$ cat config.mk
export PLATFORM = sky130hd
export DESIGN_NAME = dot_operand_loader
export DESIGN_NICKNAME = d
export VERILOG_FILES = /design/src/rtl/dot_operand_loader.sv
export SDC_FILE = /design/constraint.sdc
export NUM_CORES = 1
export LEC_CHECK = 0
export BUFFER_PORTS_ARGS = -buffer_cell sky130_fd_sc_hd__buf_2
export CORE_AREA = 2 2 302 304
export DETAILED_ROUTE_END_ITERATION = 10
export DIE_AREA = 0 0 304 306
export PLACE_DENSITY_LB_ADDON = 0.25
export SETUP_SLACK_MARGIN = 0.02
export SLEW_MARGIN = 20
export SYNTH_ARGS = -nofsm -noshare
export SYNTH_HDL_FRONTEND = slang
export SYNTH_SLANG_ARGS = --single-unit
$ cat constraint.sdc
create_clock -name clk -period 6.6 [get_ports clk]
set_clock_uncertainty 0.15 [all_clocks]
set_input_delay 1.32 -clock clk [delete_from_list [all_inputs] [get_ports clk]]
set_output_delay 1.32 -clock clk [all_outputs]
set_load 0.02 [all_outputs]
$ cat src/rtl/dot_operand_loader.sv
// -----------------------------------------------------------------------------
// dot_operand_loader
//
// Purpose:
//   Upstream feeder for a dot-product stage. Operand pairs (a[i], b[i]) arrive
//   on a valid/ready stream and are assembled into two VECTOR_SIZE-element
//   register arrays. Once the last pair is accepted, start_dot is raised and
//   held until the dot stage reports done. dot_result is then captured and
//   offered on a valid/ready result port. Only one dot product is in flight.
//
//   Sequence: LOAD -> RUN -> OUT -> LOAD.
//
// Optional feature:
//   DOT_TIMEOUT_EN  - when defined, a cycle counter bounds the RUN phase to
//                     TIMEOUT_CYCLES. On expiry the job is aborted with a zero
//                     result and the sticky timeout_err flag is set. When
//                     undefined, RUN waits indefinitely and timeout_err is 0.
//
// Ports:
//   clk          in   clock, rising edge
//   rst_n        in   asynchronous reset, active low
//   in_valid     in   operand pair valid
//   in_ready     out  loader can accept a pair (combinational: state == LOAD)
//   in_a, in_b   in   operand elements a[idx], b[idx]
//   a_vec, b_vec out  registered vectors to the dot stage
//   start_dot    out  level start to the dot stage
//   dot_result   in   dot stage result
//   dot_done     in   dot stage done (level)
//   res_valid    out  result available
//   res_ready    in   consumer accepts result
//   res_data     out  captured dot product (bit-exact pass-through)
//   busy         out  high unless in LOAD with idx == 0
//   timeout_err  out  sticky abort flag
// -----------------------------------------------------------------------------
module dot_operand_loader #(
    parameter int FRACTION_WIDTH = 15,
    parameter int BIT_WIDTH      = 32,
    parameter int VECTOR_SIZE    = 10,
    parameter int TIMEOUT_CYCLES = 64
) (
    input  logic                                  clk,
    input  logic                                  rst_n,
    input  logic                                  in_valid,
    output logic                                  in_ready,
    input  logic [BIT_WIDTH-1:0]                  in_a,
    input  logic [BIT_WIDTH-1:0]                  in_b,
    output logic [VECTOR_SIZE-1:0][BIT_WIDTH-1:0] a_vec,
    output logic [VECTOR_SIZE-1:0][BIT_WIDTH-1:0] b_vec,
    output logic                                  start_dot,
    input  logic [BIT_WIDTH-1:0]                  dot_result,
    input  logic                                  dot_done,
    output logic                                  res_valid,
    input  logic                                  res_ready,
    output logic [BIT_WIDTH-1:0]                  res_data,
    output logic                                  busy,
    output logic                                  timeout_err
);

    localparam int IDX_W = (VECTOR_SIZE > 1) ? $clog2(VECTOR_SIZE) : 1;
    localparam logic [IDX_W-1:0] LAST_IDX = IDX_W'(VECTOR_SIZE - 1);

    typedef enum logic [1:0] {
        ST_LOAD = 2'd0,
        ST_RUN  = 2'd1,
        ST_OUT  = 2'd2
    } state_t;

    state_t               state_q, state_d;
    logic [IDX_W-1:0]     idx_q, idx_d;
    logic                 armed_q, armed_d;
    logic                 start_q, start_d;
    logic                 res_valid_q, res_valid_d;
    logic [BIT_WIDTH-1:0] res_data_q, res_data_d;
    logic                 busy_q, busy_d;
    logic                 load_en;

    // The fixed-point format is only carried through; no arithmetic uses it.
    logic unused_fraction_cfg;
    assign unused_fraction_cfg = (FRACTION_WIDTH != 0);

`ifdef DOT_TIMEOUT_EN
    localparam int CNT_W = $clog2(TIMEOUT_CYCLES + 1);
    localparam logic [CNT_W-1:0] CNT_LAST = CNT_W'(TIMEOUT_CYCLES - 1);

    logic [CNT_W-1:0] cnt_q, cnt_d;
    logic             terr_q, terr_d;
`else
    logic unused_timeout_cfg;
    assign unused_timeout_cfg = (TIMEOUT_CYCLES != 0);
`endif

    // -------------------------------------------------------------------------
    // Control next-state logic
    // -------------------------------------------------------------------------
    always_comb begin
        state_d     = state_q;
        idx_d       = idx_q;
        armed_d     = armed_q;
        start_d     = start_q;
        res_valid_d = res_valid_q;
        res_data_d  = res_data_q;
        load_en     = 1'b0;
`ifdef DOT_TIMEOUT_EN
        cnt_d       = cnt_q;
        terr_d      = terr_q;
`endif

        case (state_q)
            ST_LOAD: begin
                if (in_valid) begin
                    load_en = 1'b1;
                    if (idx_q == LAST_IDX) begin
                        idx_d   = '0;
                        state_d = ST_RUN;
                        start_d = 1'b1;
                        // Arming starts fresh so a done left high from the
                        // previous job cannot complete this one.
                        armed_d = 1'b0;
`ifdef DOT_TIMEOUT_EN
                        cnt_d   = '0;
`endif
                    end else begin
                        idx_d = idx_q + IDX_W'(1);
                    end
                end
            end

            ST_RUN: begin
                start_d = 1'b1;
                if (armed_q && dot_done) begin
                    // An armed done takes priority over a simultaneous expiry.
                    res_data_d  = dot_result;
                    res_valid_d = 1'b1;
                    start_d     = 1'b0;
                    armed_d     = 1'b0;
                    state_d     = ST_OUT;
                end else begin
                    // Done must be seen low once before it counts as fresh.
                    if (!dot_done) begin
                        armed_d = 1'b1;
                    end
`ifdef DOT_TIMEOUT_EN
                    if (cnt_q == CNT_LAST) begin
                        terr_d      = 1'b1;
                        res_data_d  = '0;
                        res_valid_d = 1'b1;
                        start_d     = 1'b0;
                        armed_d     = 1'b0;
                        state_d     = ST_OUT;
                    end else begin
                        cnt_d = cnt_q + CNT_W'(1);
                    end
`endif
                end
            end

            ST_OUT: begin
                start_d = 1'b0;
                if (res_valid_q && res_ready) begin
                    res_valid_d = 1'b0;
                    state_d     = ST_LOAD;
                end
            end

            default: begin
                state_d     = ST_LOAD;
                idx_d       = '0;
                armed_d     = 1'b0;
                start_d     = 1'b0;
                res_valid_d = 1'b0;
            end
        endcase

        // Registered so busy reflects the state being entered this edge.
        busy_d = !((state_d == ST_LOAD) && (idx_d == '0));
    end

    // -------------------------------------------------------------------------
    // Control registers
    // -------------------------------------------------------------------------
    always_ff @(posedge clk or negedge rst_n) begin
        if (!rst_n) begin
            state_q     <= ST_LOAD;
            idx_q       <= '0;
            armed_q     <= 1'b0;
            start_q     <= 1'b0;
            res_valid_q <= 1'b0;
            res_data_q  <= '0;
            busy_q      <= 1'b0;
        end else begin
            state_q     <= state_d;
            idx_q       <= idx_d;
            armed_q     <= armed_d;
            start_q     <= start_d;
            res_valid_q <= res_valid_d;
            res_data_q  <= res_data_d;
            busy_q      <= busy_d;
        end
    end

`ifdef DOT_TIMEOUT_EN
    always_ff @(posedge clk or negedge rst_n) begin
        if (!rst_n) begin
            cnt_q  <= '0;
            terr_q <= 1'b0;
        end else begin
            cnt_q  <= cnt_d;
            terr_q <= terr_d;
        end
    end

    assign timeout_err = terr_q;
`else
    assign timeout_err = 1'b0;
`endif

    // -------------------------------------------------------------------------
    // Operand storage: one register pair per element, written only while the
    // write index points at it. Outside LOAD load_en is low, so the vectors
    // stay frozen for the dot stage.
    // -------------------------------------------------------------------------
    for (genvar gi = 0; gi < VECTOR_SIZE; gi++) begin : g_elem
        logic [BIT_WIDTH-1:0] a_elem_q, a_elem_d;
        logic [BIT_WIDTH-1:0] b_elem_q, b_elem_d;
        logic                 wr_en;

        always_comb begin
            wr_en    = load_en && (idx_q == IDX_W'(gi));
            a_elem_d = wr_en ? in_a : a_elem_q;
            b_elem_d = wr_en ? in_b : b_elem_q;
        end

        always_ff @(posedge clk or negedge rst_n) begin
            if (!rst_n) begin
                a_elem_q <= '0;
                b_elem_q <= '0;
            end else begin
                a_elem_q <= a_elem_d;
                b_elem_q <= b_elem_d;
            end
        end

        assign a_vec[gi] = a_elem_q;
        assign b_vec[gi] = b_elem_q;
    end

    // -------------------------------------------------------------------------
    // Outputs
    // -------------------------------------------------------------------------
    assign in_ready  = (state_q == ST_LOAD);
    assign start_dot = start_q;
    assign res_valid = res_valid_q;
    assign res_data  = res_data_q;
    assign busy      = busy_q;

endmodule

==> metrics.yaml <==
placement:
  dp_hpwl_um: 57800
  gp_congestion: 0.789
  dpl.cell_count: 3388
  portBuffers: 776
worst_setup_path:
  endpoint_kind: "output pin"
  r2r_slack_ps: 3370
  worstPathArrival_ps: 1830
  rr_startpoint: "state_q[0]"
  r2r-end: "g_elem[4].b_elem_q[1]"
  r2r_cells: 7
  critPathMaxFanout: 12
  start_kind: "flop"
  crit_required_ps: 5130
  crit_type: "flop to output pin"
  crit_start: "state_q[0]"
routing:
  dr.pass1.iters: 4
  routed_wl_um: 83400
  viasPerCell: 4.53
  final_antenna_net_count: 0
  drtIter0Drc: 716
  via_count: 16000
  wl_per_cell_um: 23.6
  drc: 0
clock_network:
  cts_max_path_buffers: 3
  root_buffer: "clkbuf_16"
  clk_pin_slew_ps: 60
  numCtsBuffers: 79
  cts_tree: "built"
  cts_hold_buf: 0
  cts.sinks: 682
  cts_max_level: 3
  postCtsSetupRepairBufs: 0
  postCtsResizedCells: 0
  clk_latency_ps: 600
finish:
  fillers: 8675
  layout-drive-gt1-share: 0.683
  seqCellArea_um2: 17100
  multi_input_area_um2: 8010
  fin_nets: 2399
  area_growth_syn_to_layout_pct: 30.1
  instances_no_fill: 3539
job:
  cap_violations: 0
logic_synthesis:
  synth_cell_type_count: 35
  yosys_warnings: 0
  ys_ff_latch: 682
  syn-num-nets: 1658
  synth_area_um2: 25600
  synthCells: 1553
  synth.avg_cell_area_um2: 16.5
  ys_seq_area_frac: 0.666
grt:
  grt_max_degree: 161
  overflow: 0
  grt_antenna_before_repair: 10
  grt_pass1_wl_um: 121000
  first_global_vias: 17000
  grtUsageTotal: 0.176
floorplan:
  ioPinCount: 778
  initial_core_util: 0.286
  core-area_um2: 89600
  row_count: 110
  die_h_um: 306
  die_w_um: 304
  dieArea_um2: 93000
sta:
  worst_pin_slew_ps: 892
  hold_viol: 0
  period_minus_slack_ps: 3300
  drv_slew: 0
  rsz0062_at_grt: "no"
  relSlewSlack: 0.405
  final.period_utilization: 0.500
  final.setup.tns_ps: 0
  fmax_mhz: 303
  finalSetupViolations: 0
hold_path:
  worstHoldStart: "g_elem[1].b_elem_q[25]"
  holdPathEnd: "g_elem[1].b_elem_q[25]"
  hold_path_depth: 1
  hold_path.class: "flop to flop"
power:
  ir_worst_vdd_mv: 0.235
  powerDensity_nw_per_um2: 595
  leakage_nw: 16.5
run_status:
  status: "completed"
[worst max-delay path by stage]
stage | to | slack [ps]
after global routing | in_ready | 3200
after CTS | in_ready | 3250
after floorplan | busy | 3710
after global placement | g_elem[8].b_elem_q[2] | 2890
final | in_ready | 3300
after detailed placement | g_elem[4].a_elem_q[10] | 2840
[Yosys cell counts (all sizes together)]
| cell type | count | share of area |
|---|---|---|
| mux2 | 673 | 0.30 |
| a21oi | 2 | 0.00039 |
| a211oi | 1 | 0.00029 |
| ha | 4 | 0.0020 |
| and2b | 2 | 0.00059 |
| nand2b | 4 | 0.0013 |
| xnor2 | 2 | 0.00068 |
| conb | 1 | 0.00015 |
| a22oi | 1 | 0.00029 |
| o21ba | 1 | 0.00039 |
| and2 | 4 | 0.0011 |
| o22ai | 1 | 0.00024 |
| nand4 | 2 | 0.00049 |
| o21ai | 3 | 0.00059 |
| o31ai | 1 | 0.00049 |
| inv | 3 | 0.00044 |
| buf | 126 | 0.022 |
| or3 | 1 | 0.00024 |
| and3 | 1 | 0.00024 |
| clkbuf | 10 | 0.0015 |
| a21boi | 1 | 0.00029 |
| nor2b | 3 | 0.00073 |
| a221oi | 1 | 0.00034 |
| a31oi | 2 | 0.00049 |
| nand2 | 8 | 0.0012 |
| nor2 | 6 | 0.00098 |
| or4 | 1 | 0.00029 |
| dfrtp | 682 | 0.67 |
| nand3 | 5 | 0.00098 |
| and4b | 1 | 0.00039 |
[routing by layer]
layer	wire [µm]	track usage	part of all wire
met1	32100	0.203	0.39
met2	42300	0.303	0.51
met3	5430	0.0509	0.065
met4	3580	0.0811	0.043
met5	0	0	0
[critical path: stages (launching register included)]
cell	delay (ps)
dfrtp_1	410
inv_1	110
ha_1	420
buf_2	290
[logic make-up after synthesis]
group	Yosys count	share of synthesized area
muxes	673	0.296
buffers and inverters	139	0.0236
other	1	0.000146
DFF	682	0.666
xor gates and xnor gates	2	0.000683
and+or+nand+nor	38	0.00844
adders and majority gates	4	0.00195
AOI/OAI and AO/OA	14	0.00381
[report_power, final]
group | leakage, nW | internal (mW) | switching [mW]
Clock | 1.31 | 2.68 | 1.77
Sequential | 8.43 | 6.20 | 0.998
Combinational | 6.72 | 3.21 | 4.99
[placed cells by master, fill, tap and decap left out, types with 6 or more instances in the layout]
| cell | instances |
|---|---|
| buf_2 | 775 |
| dfrtp_1 | 682 |
| mux2_2 | 673 |
| clkbuf_16 | 81 |
| clkinv_2 | 18 |
| clkbuf_1 | 14 |
| buf_4 | 14 |
| clkbuf_8 | 13 |
| bufinv_16 | 7 |
| diode_2 | 6 |
| nand2_1 | 6 |
[state kept, by name, indices dropped and copies added, names as in the netlist]
register,cells
g_elem.a_elem_q,320
g_elem.b_elem_q,320
res_data,32
idx_q,4
state_q,2
armed_q,1
busy,1
res_valid,1
start_dot,1
[metrics by stage]
stage,hold WS (ps),setup slack (ps),cell area [µm²],power [mW],util
finish,347,3300,33400,19.9,0.372
global placement,332,2890,30600,15.4,0.342
CTS,350,3250,33300,20.1,0.372
detailed placement,337,2840,30700,15.6,0.342
floorplan,318,3710,25600,12.2,-
global route,359,3200,33400,20.8,0.372
[final cells by class]
cell class | instances | area share
repair buffers | 796 | 0.124
well taps | 1176 | 0.0441
flip-flops and latches | 682 | 0.512
diodes | 6 | 0.000450
inverters | 3 | 0.000338
clock buffers | 108 | 0.0677
multi-input cells | 732 | 0.240
clock inverters | 36 | 0.0117
(Power assumes the default switching activity.)
